--- src/rtl/mat_pkg.sv ---
// Shared matrix-unit types: data-read opcodes and instruction-fetch FSM states.
package mat_pkg;

    localparam int unsigned MAT_INST_MEM_SIZE       = 1024;
    localparam int unsigned MAT_INST_MEM_ADDR_SIZE  = 32;
    localparam int unsigned MAT_INST_MEM_WIDTH_SIZE = 128;
    localparam int unsigned MAT_FETCH_FIFO_DEPTH    = 4;

    typedef enum logic [1:0] {
        MAT_READ_NONE,
        MAT_READ_ROW,
        MAT_READ_COL,
        MAT_READ_DIAG
    } MatDataReadOp_t;

    typedef enum logic [1:0] {
        IDLE,
        FETCH,
        FULL,
        END
    } MatFetchState_t;

endpackage

--- src/rtl/mat_inst_fifo.sv ---
// Prefetch buffer: circular FIFO with a registered head entry and synchronous flush.
module mat_inst_fifo #(
    parameter int unsigned WIDTH = 160,
    parameter int unsigned DEPTH = 4
) (
    input  logic                     clock,
    input  logic                     reset,
    input  logic                     flush,
    input  logic                     push,
    input  logic [WIDTH-1:0]         push_data,
    input  logic                     pop,
    output logic [WIDTH-1:0]         head_data,
    output logic                     head_valid,
    output logic [$clog2(DEPTH):0]   count,
    output logic [$clog2(DEPTH):0]   count_nxt_c
);

    localparam int unsigned PTR_W = $clog2(DEPTH);
    localparam int unsigned CNT_W = PTR_W + 1;

    logic [WIDTH-1:0] r_mem [DEPTH];
    logic [PTR_W-1:0] r_wr_ptr;
    logic [PTR_W-1:0] r_rd_ptr;
    logic [CNT_W-1:0] r_count;
    logic [WIDTH-1:0] r_head_data;
    logic             r_head_valid;

    logic [PTR_W-1:0] w_wr_ptr_nxt;
    logic [PTR_W-1:0] w_rd_ptr_nxt;
    logic [CNT_W-1:0] w_count_nxt;
    logic [WIDTH-1:0] w_head_data_nxt;

    // Next pointers/count; head is looked ahead so it can be registered
    always_comb begin
        w_wr_ptr_nxt    = r_wr_ptr;
        w_rd_ptr_nxt    = r_rd_ptr;
        w_count_nxt     = r_count;
        if (flush) begin
            w_wr_ptr_nxt = '0;
            w_rd_ptr_nxt = '0;
            w_count_nxt  = '0;
        end else begin
            if (push) w_wr_ptr_nxt = r_wr_ptr + PTR_W'(1);
            if (pop)  w_rd_ptr_nxt = r_rd_ptr + PTR_W'(1);
            w_count_nxt = r_count + CNT_W'(push) - CNT_W'(pop);
        end
        w_head_data_nxt = r_mem[w_rd_ptr_nxt];
        // Entry being written this cycle becomes the head when it is the only one left
        if (push && !flush && (r_wr_ptr == w_rd_ptr_nxt)) begin
            w_head_data_nxt = push_data;
        end
    end

    // Storage array write; contents need no reset
    always_ff @(posedge clock) begin
        if (push && !flush && !reset) begin
            r_mem[r_wr_ptr] <= push_data;
        end
    end

    // Pointer, count and head registers
    always_ff @(posedge clock) begin
        if (reset) begin
            r_wr_ptr     <= '0;
            r_rd_ptr     <= '0;
            r_count      <= '0;
            r_head_data  <= '0;
            r_head_valid <= 1'b0;
        end else begin
            r_wr_ptr     <= w_wr_ptr_nxt;
            r_rd_ptr     <= w_rd_ptr_nxt;
            r_count      <= w_count_nxt;
            r_head_data  <= w_head_data_nxt;
            r_head_valid <= (w_count_nxt != '0);
        end
    end

    assign head_data   = r_head_data;
    assign head_valid  = r_head_valid;
    assign count       = r_count;
    assign count_nxt_c = w_count_nxt;

endmodule

--- src/rtl/mat_inst_fetch.sv ---
// Instruction fetch: PC + FSM streaming instruction words into a prefetch buffer.
module mat_inst_fetch
    import mat_pkg::*;
#(
    parameter int unsigned INST_MEM_SIZE       = MAT_INST_MEM_SIZE,
    parameter int unsigned INST_MEM_ADDR_SIZE  = MAT_INST_MEM_ADDR_SIZE,
    parameter int unsigned INST_MEM_WIDTH_SIZE = MAT_INST_MEM_WIDTH_SIZE,
    parameter int unsigned FIFO_DEPTH          = MAT_FETCH_FIFO_DEPTH
) (
    input  logic                           clock,
    input  logic                           reset,
    input  logic                           start,
    input  logic [INST_MEM_ADDR_SIZE-1:0]  start_pc,
    input  logic                           redirect,
    input  logic [INST_MEM_ADDR_SIZE-1:0]  redirect_pc,
    output logic [INST_MEM_ADDR_SIZE-1:0]  inst_mem_read_addr,
    input  logic [INST_MEM_WIDTH_SIZE-1:0] inst_mem_data_out,
    output logic [INST_MEM_WIDTH_SIZE-1:0] inst,
    output logic [INST_MEM_ADDR_SIZE-1:0]  inst_pc,
    output logic                           inst_valid,
    input  logic                           inst_ready,
    output logic                           done
);

    localparam int unsigned CNT_W   = $clog2(FIFO_DEPTH) + 1;
    localparam int unsigned ENTRY_W = INST_MEM_WIDTH_SIZE + INST_MEM_ADDR_SIZE;
    localparam logic [INST_MEM_ADDR_SIZE-1:0] LAST_PC = INST_MEM_ADDR_SIZE'(INST_MEM_SIZE - 1);
    localparam logic [INST_MEM_ADDR_SIZE-1:0] END_PC  = INST_MEM_ADDR_SIZE'(INST_MEM_SIZE);
    localparam logic [CNT_W-1:0]              DEPTH_C = CNT_W'(FIFO_DEPTH);

    MatFetchState_t                r_state;
    MatFetchState_t                w_state_nxt;
    logic [INST_MEM_ADDR_SIZE-1:0] r_pc;
    logic [INST_MEM_ADDR_SIZE-1:0] w_pc_nxt;
    logic                          r_done;

    logic                          w_push;
    logic                          w_pop;
    logic [ENTRY_W-1:0]            w_push_entry;
    logic [ENTRY_W-1:0]            w_head_entry;
    logic [CNT_W-1:0]              w_count;
    logic [CNT_W-1:0]              w_count_nxt;

    // A redirect discards the same-cycle handshake, so it never pops
    assign w_pop        = inst_valid && inst_ready && !redirect;
    assign w_push_entry = {inst_mem_data_out, r_pc};

    // Next-state, next-PC and push decision
    always_comb begin
        w_state_nxt = r_state;
        w_pc_nxt    = r_pc;
        w_push      = 1'b0;
        if (redirect) begin
            w_pc_nxt    = redirect_pc;
            w_state_nxt = (redirect_pc >= END_PC) ? END : FETCH;
        end else begin
            case (r_state)
                IDLE: begin
                    if (start) begin
                        w_pc_nxt    = start_pc;
                        w_state_nxt = (start_pc >= END_PC) ? END : FETCH;
                    end
                end
                FETCH: begin
                    if ((w_count < DEPTH_C) || w_pop) begin
                        w_push   = 1'b1;
                        w_pc_nxt = r_pc + INST_MEM_ADDR_SIZE'(1);
                        if (r_pc == LAST_PC) w_state_nxt = END;
                    end else begin
                        w_state_nxt = FULL;
                    end
                end
                FULL: begin
                    if (w_pop) w_state_nxt = FETCH;
                end
                END: begin
                    w_state_nxt = END;
                end
                default: begin
                    w_state_nxt = IDLE;
                end
            endcase
        end
    end

    // State, PC and done registers; done is looked ahead to line up with END and empty
    always_ff @(posedge clock) begin
        if (reset) begin
            r_state <= IDLE;
            r_pc    <= '0;
            r_done  <= 1'b0;
        end else begin
            r_state <= w_state_nxt;
            r_pc    <= w_pc_nxt;
            r_done  <= (w_state_nxt == END) && (w_count_nxt == '0);
        end
    end

    mat_inst_fifo #(
        .WIDTH (ENTRY_W),
        .DEPTH (FIFO_DEPTH)
    ) u_fifo (
        .clock       (clock),
        .reset       (reset),
        .flush       (redirect),
        .push        (w_push),
        .push_data   (w_push_entry),
        .pop         (w_pop),
        .head_data   (w_head_entry),
        .head_valid  (inst_valid),
        .count       (w_count),
        .count_nxt_c (w_count_nxt)
    );

    assign inst               = w_head_entry[ENTRY_W-1 -: INST_MEM_WIDTH_SIZE];
    assign inst_pc            = w_head_entry[INST_MEM_ADDR_SIZE-1:0];
    assign inst_mem_read_addr = r_pc;
    assign done               = r_done;

endmodule

--- config.mk ---
export PLATFORM = sky130hd
export DESIGN_NAME = mat_inst_fetch
export DESIGN_NICKNAME = d
export VERILOG_FILES = /design/src/rtl/mat_pkg.sv /design/src/rtl/mat_inst_fifo.sv /design/src/rtl/mat_inst_fetch.sv
export SDC_FILE = /design/constraint.sdc
export NUM_CORES = 1
export LEC_CHECK = 0
export BUFFER_PORTS_ARGS = -buffer_cell sky130_fd_sc_hd__buf_2
export CAP_MARGIN = 20
export CORE_MARGIN = 2
export CORE_UTILIZATION = 30
export CTS_BUF_LIST = sky130_fd_sc_hd__clkbuf_16
export CTS_CLUSTER_DIAMETER = 150
export DETAILED_ROUTE_END_ITERATION = 12
export GPL_ROUTABILITY_DRIVEN = 0
export SLEW_MARGIN = 15
export SYNTH_ARGS = -nofsm -noshare
export SYNTH_HDL_FRONTEND = slang
export SYNTH_SLANG_ARGS = --single-unit
--- constraint.sdc ---
create_clock -name clock -period 6.58 [get_ports clock]
set_input_delay 1.316 -clock clock [delete_from_list [all_inputs] [get_ports clock]]
set_output_delay 1.316 -clock clock [all_outputs]
set_load 0.01 [all_outputs]
==> run_results.csv <==
group,metric,value,unit
status,outcome,"complete, no violations",
clock_network,clk_latency,0.68,ns
clock_network,clockRootBuffer,"clkbuf_16",
yosys,syn_inst,2351,
timing,slew_headroom,32.3,%
floorplanning,rows,123,
yosys,avgSynthCellArea,14.4,um^2
yosys,synth-seq-area-share,68.6,%
clock_network,ctsHoldBuffers,0,
critical_path,crit_required,7.12,ns
yosys,synthSimpleGateAreaFrac,10.3,%
global_route,antenna_found_initial,20,
cells_and_area,drive_above_1_share,26.4,%
critical_path,crit_path_max_fanout,53,
drt,postRouteWirelength,94100,um
timing,rsz0062_at_grt,"false",
global_route,grt_pass1_wl,138000,um
power_and_ir_drop,total_leakage_power,15.2,nW
yosys,yosysMostFrequentCell,"edfxtp_1",
critical_path,critPathMaxStageDelay,0.77,ns
clock_network,cts_tree,"yes",
yosys,synth_area_leaders,"edfxtp_1 (57%), dfxtp_1 (12%), mux2i_1 (5.0%)",
cells_and_area,fill_cells,10800,
placed_design,dp_hpwl,54900,um
clock_network,cts_made_buffers,91,
clock_network,postCtsSetupRepairBufs,0,
drt,drcViolationCount,0,
timing,slew_viol_final,0,
timing,fin_tns_setup,0,ns
drt,drt-pass1-iter-count,5,
timing,finalSetupViolCount,0,
yosys,async_flop_share,0,%
global_route,grt_max_degree,161,
global_route,first_global_vias,21000,
drt,route.vias.total,21400,
critical_path,crit_path_cell_trace,"clkbuf_8 -> inv_2 -> nand2_1 -> nor3_4 -> and3_4 -> buf_12 -> mux2_2",
yosys,synthTopCellsByCount,"edfxtp_1 (640), dfxtp_1 (203), nor2_1 (201), nor3_1 (178), mux2i_1 (170)",
critical_path,arrival,4.48,ns
critical_path,setup.worst_path.class,"in -> reg",
yosys,synth_top_family_by_area,"multiplexers",
clock_network,htree_num_levels,3,
drt,vias_per_cell,4.98,
yosys,synth_nets,2556,
timing,timing.hold.ws,0.567,ns
yosys,yosysUniqueCellTypes,69,
yosys,synth-compound-area-share,6.76,%
floorplanning,die_w,340,um
placed_design,pre_cts_ws,2.03,ns
cells_and_area,nNetsFinal,2904,
drt,dr.first_iter.drc_count,1661,
power_and_ir_drop,power_density,284,nW/um^2
floorplanning,die_h,340,um
critical_path,crit_slowest_cell,"and3_4",
yosys,synth_area,34000,um^2
yosys,ys.flop_type,"edfxtp_1",
timing,finalClockSkew,0.0393,ns
placed_design,numPortBuffers,390,
min_path,hold_class,"reg -> reg",
floorplanning,core,112000,um^2
global_route,grt_overflow,0,
cells_and_area,fin_util,36.1,%
timing,min_period,3.94,ns
timing,min_period_over_period,59.9,%
timing,worstMarginPinSlew,1.02,ns
timing,finalWorstSetupSlack,2.64,ns
cells_and_area,syn2layout_area_growth,19.3,%
yosys,synth_top_area_share,56.6,%
yosys,synth_xor_area_share,0.232,%
power_and_ir_drop,max-vdd-ir-drop,208,uV
global_route,grt.total_usage,15.7,%
floorplanning,die_area,116000,um^2
clock_network,clockBufferDepth,3,
yosys,synthAdderAreaFrac,0.317,%
floorplanning,pin_count,391,
timing,hold_viol_final,0,
yosys,yosysTopAreaCell,"edfxtp_1",
power_and_ir_drop,power.total,11.5,mW
floorplanning,start_util,30.2,%
critical_path,end_kind,"flop",
yosys,ys_warn_count,0,
yosys,synth-edff-count,640,
drt,antenna_left,0,
job,maxCapViolations,0,
yosys,ys_ff_latch,843,
drt,wire_per_inst,22.0,um
timing,fmax,254,MHz
critical_path,start_kind,"input pin",
clock_network,clk_pin_slew,0.07,ns
clock_network,post_cts_resized,0,
yosys,synthMuxAreaShare,11.4,%
clock_network,cts.sinks,843,
layout by cell type (no fill, tap or decap), drive strengths merged, types with 42 or more instances in the layout:
master | Yosys | layout
buf | 50 | 431
clkbuf | 127 | 92
nor3 | 179 | 179
a2111oi | 160 | 160
edfxtp | 640 | 640
nor2 | 201 | 201
mux2i | 171 | 171
nand2 | 53 | 53
clkinv | 0 | 42
nor2b | 158 | 158
dfxtp | 203 | 203
mux2 | 157 | 157
worst paths after layout:
kind	depth (start not counted)	end	slack (ns)	start
setup reg to reg	12	done	3.19	r_state[0]
setup / recovery	7	u_fifo.head_data[59]	2.64	redirect
hold / removal	2	u_fifo.r_wr_ptr[1]	0.57	u_fifo.r_wr_ptr[1]
hold reg to reg	2	u_fifo.r_wr_ptr[1]	0.57	u_fifo.r_wr_ptr[1]
critical path: cells and delay by family:
| family | cells | cell delay, ns |
|---|---|---|
| simple gates | 3 | 1.55 |
| buf+inv | 3 | 1.12 |
| mux | 1 | 0.38 |
cells by family after synthesis:
logic type / count (synthesis)
DFF: 843
buffers and inverters: 187
adders and majority gates: 8
xor gates and xnor gates: 9
AOI/OAI and AO/OA: 284
muxes: 328
and+or+nand+nor: 692
where the power goes:
group | internal, mW | leakage [nW] | switching [mW]
registers | 5.81 | 7.45 | 0.0955
logic | 0.256 | 6.24 | 0.383
clock network | 2.81 | 1.50 | 2.14
stage by stage:
step,area [um^2],cells
after global routing,40500,4282
after detailed placement,37600,4106
after global placement,37600,4106
after CTS,40500,4277
final,40500,4287
after floorplan,34000,2351
registers in the layout, indices dropped and copies added, names as in the netlist:
name	cells
u_fifo.head_valid	1
u_fifo.r_mem	640
u_fifo.head_data	160
u_fifo.r_wr_ptr	2
done	1
r_state	2
inst_mem_read_addr	32
u_fifo.count	3
u_fifo.r_rd_ptr	2
area by class of cell:
cell class / instances / area, um^2 / area share [%]
inverter: 10 / 37.5 / 0.0927
tap: 1500 / 1880 / 4.63
clock buffer: 91 / 2280 / 5.62
sequential: 843 / 23300 / 57.5
timing repair buffer: 432 / 2490 / 6.14
antenna: 10 / 25.0 / 0.0618
multi-input combinational: 1321 / 9890 / 24.4
clock inverter: 80 / 622 / 1.54
per-layer routing:
metal	up-vias	GRT usage (%)	part of all wire (%)
li1	9762	-	-
met5	-	0	0.041
met4	6	4.67	2.3
met1	10700	21.3	44
met2	740	25.4	47
met3	155	3.02	6.3
No activity file was read; power rests on OpenSTA's default activity.
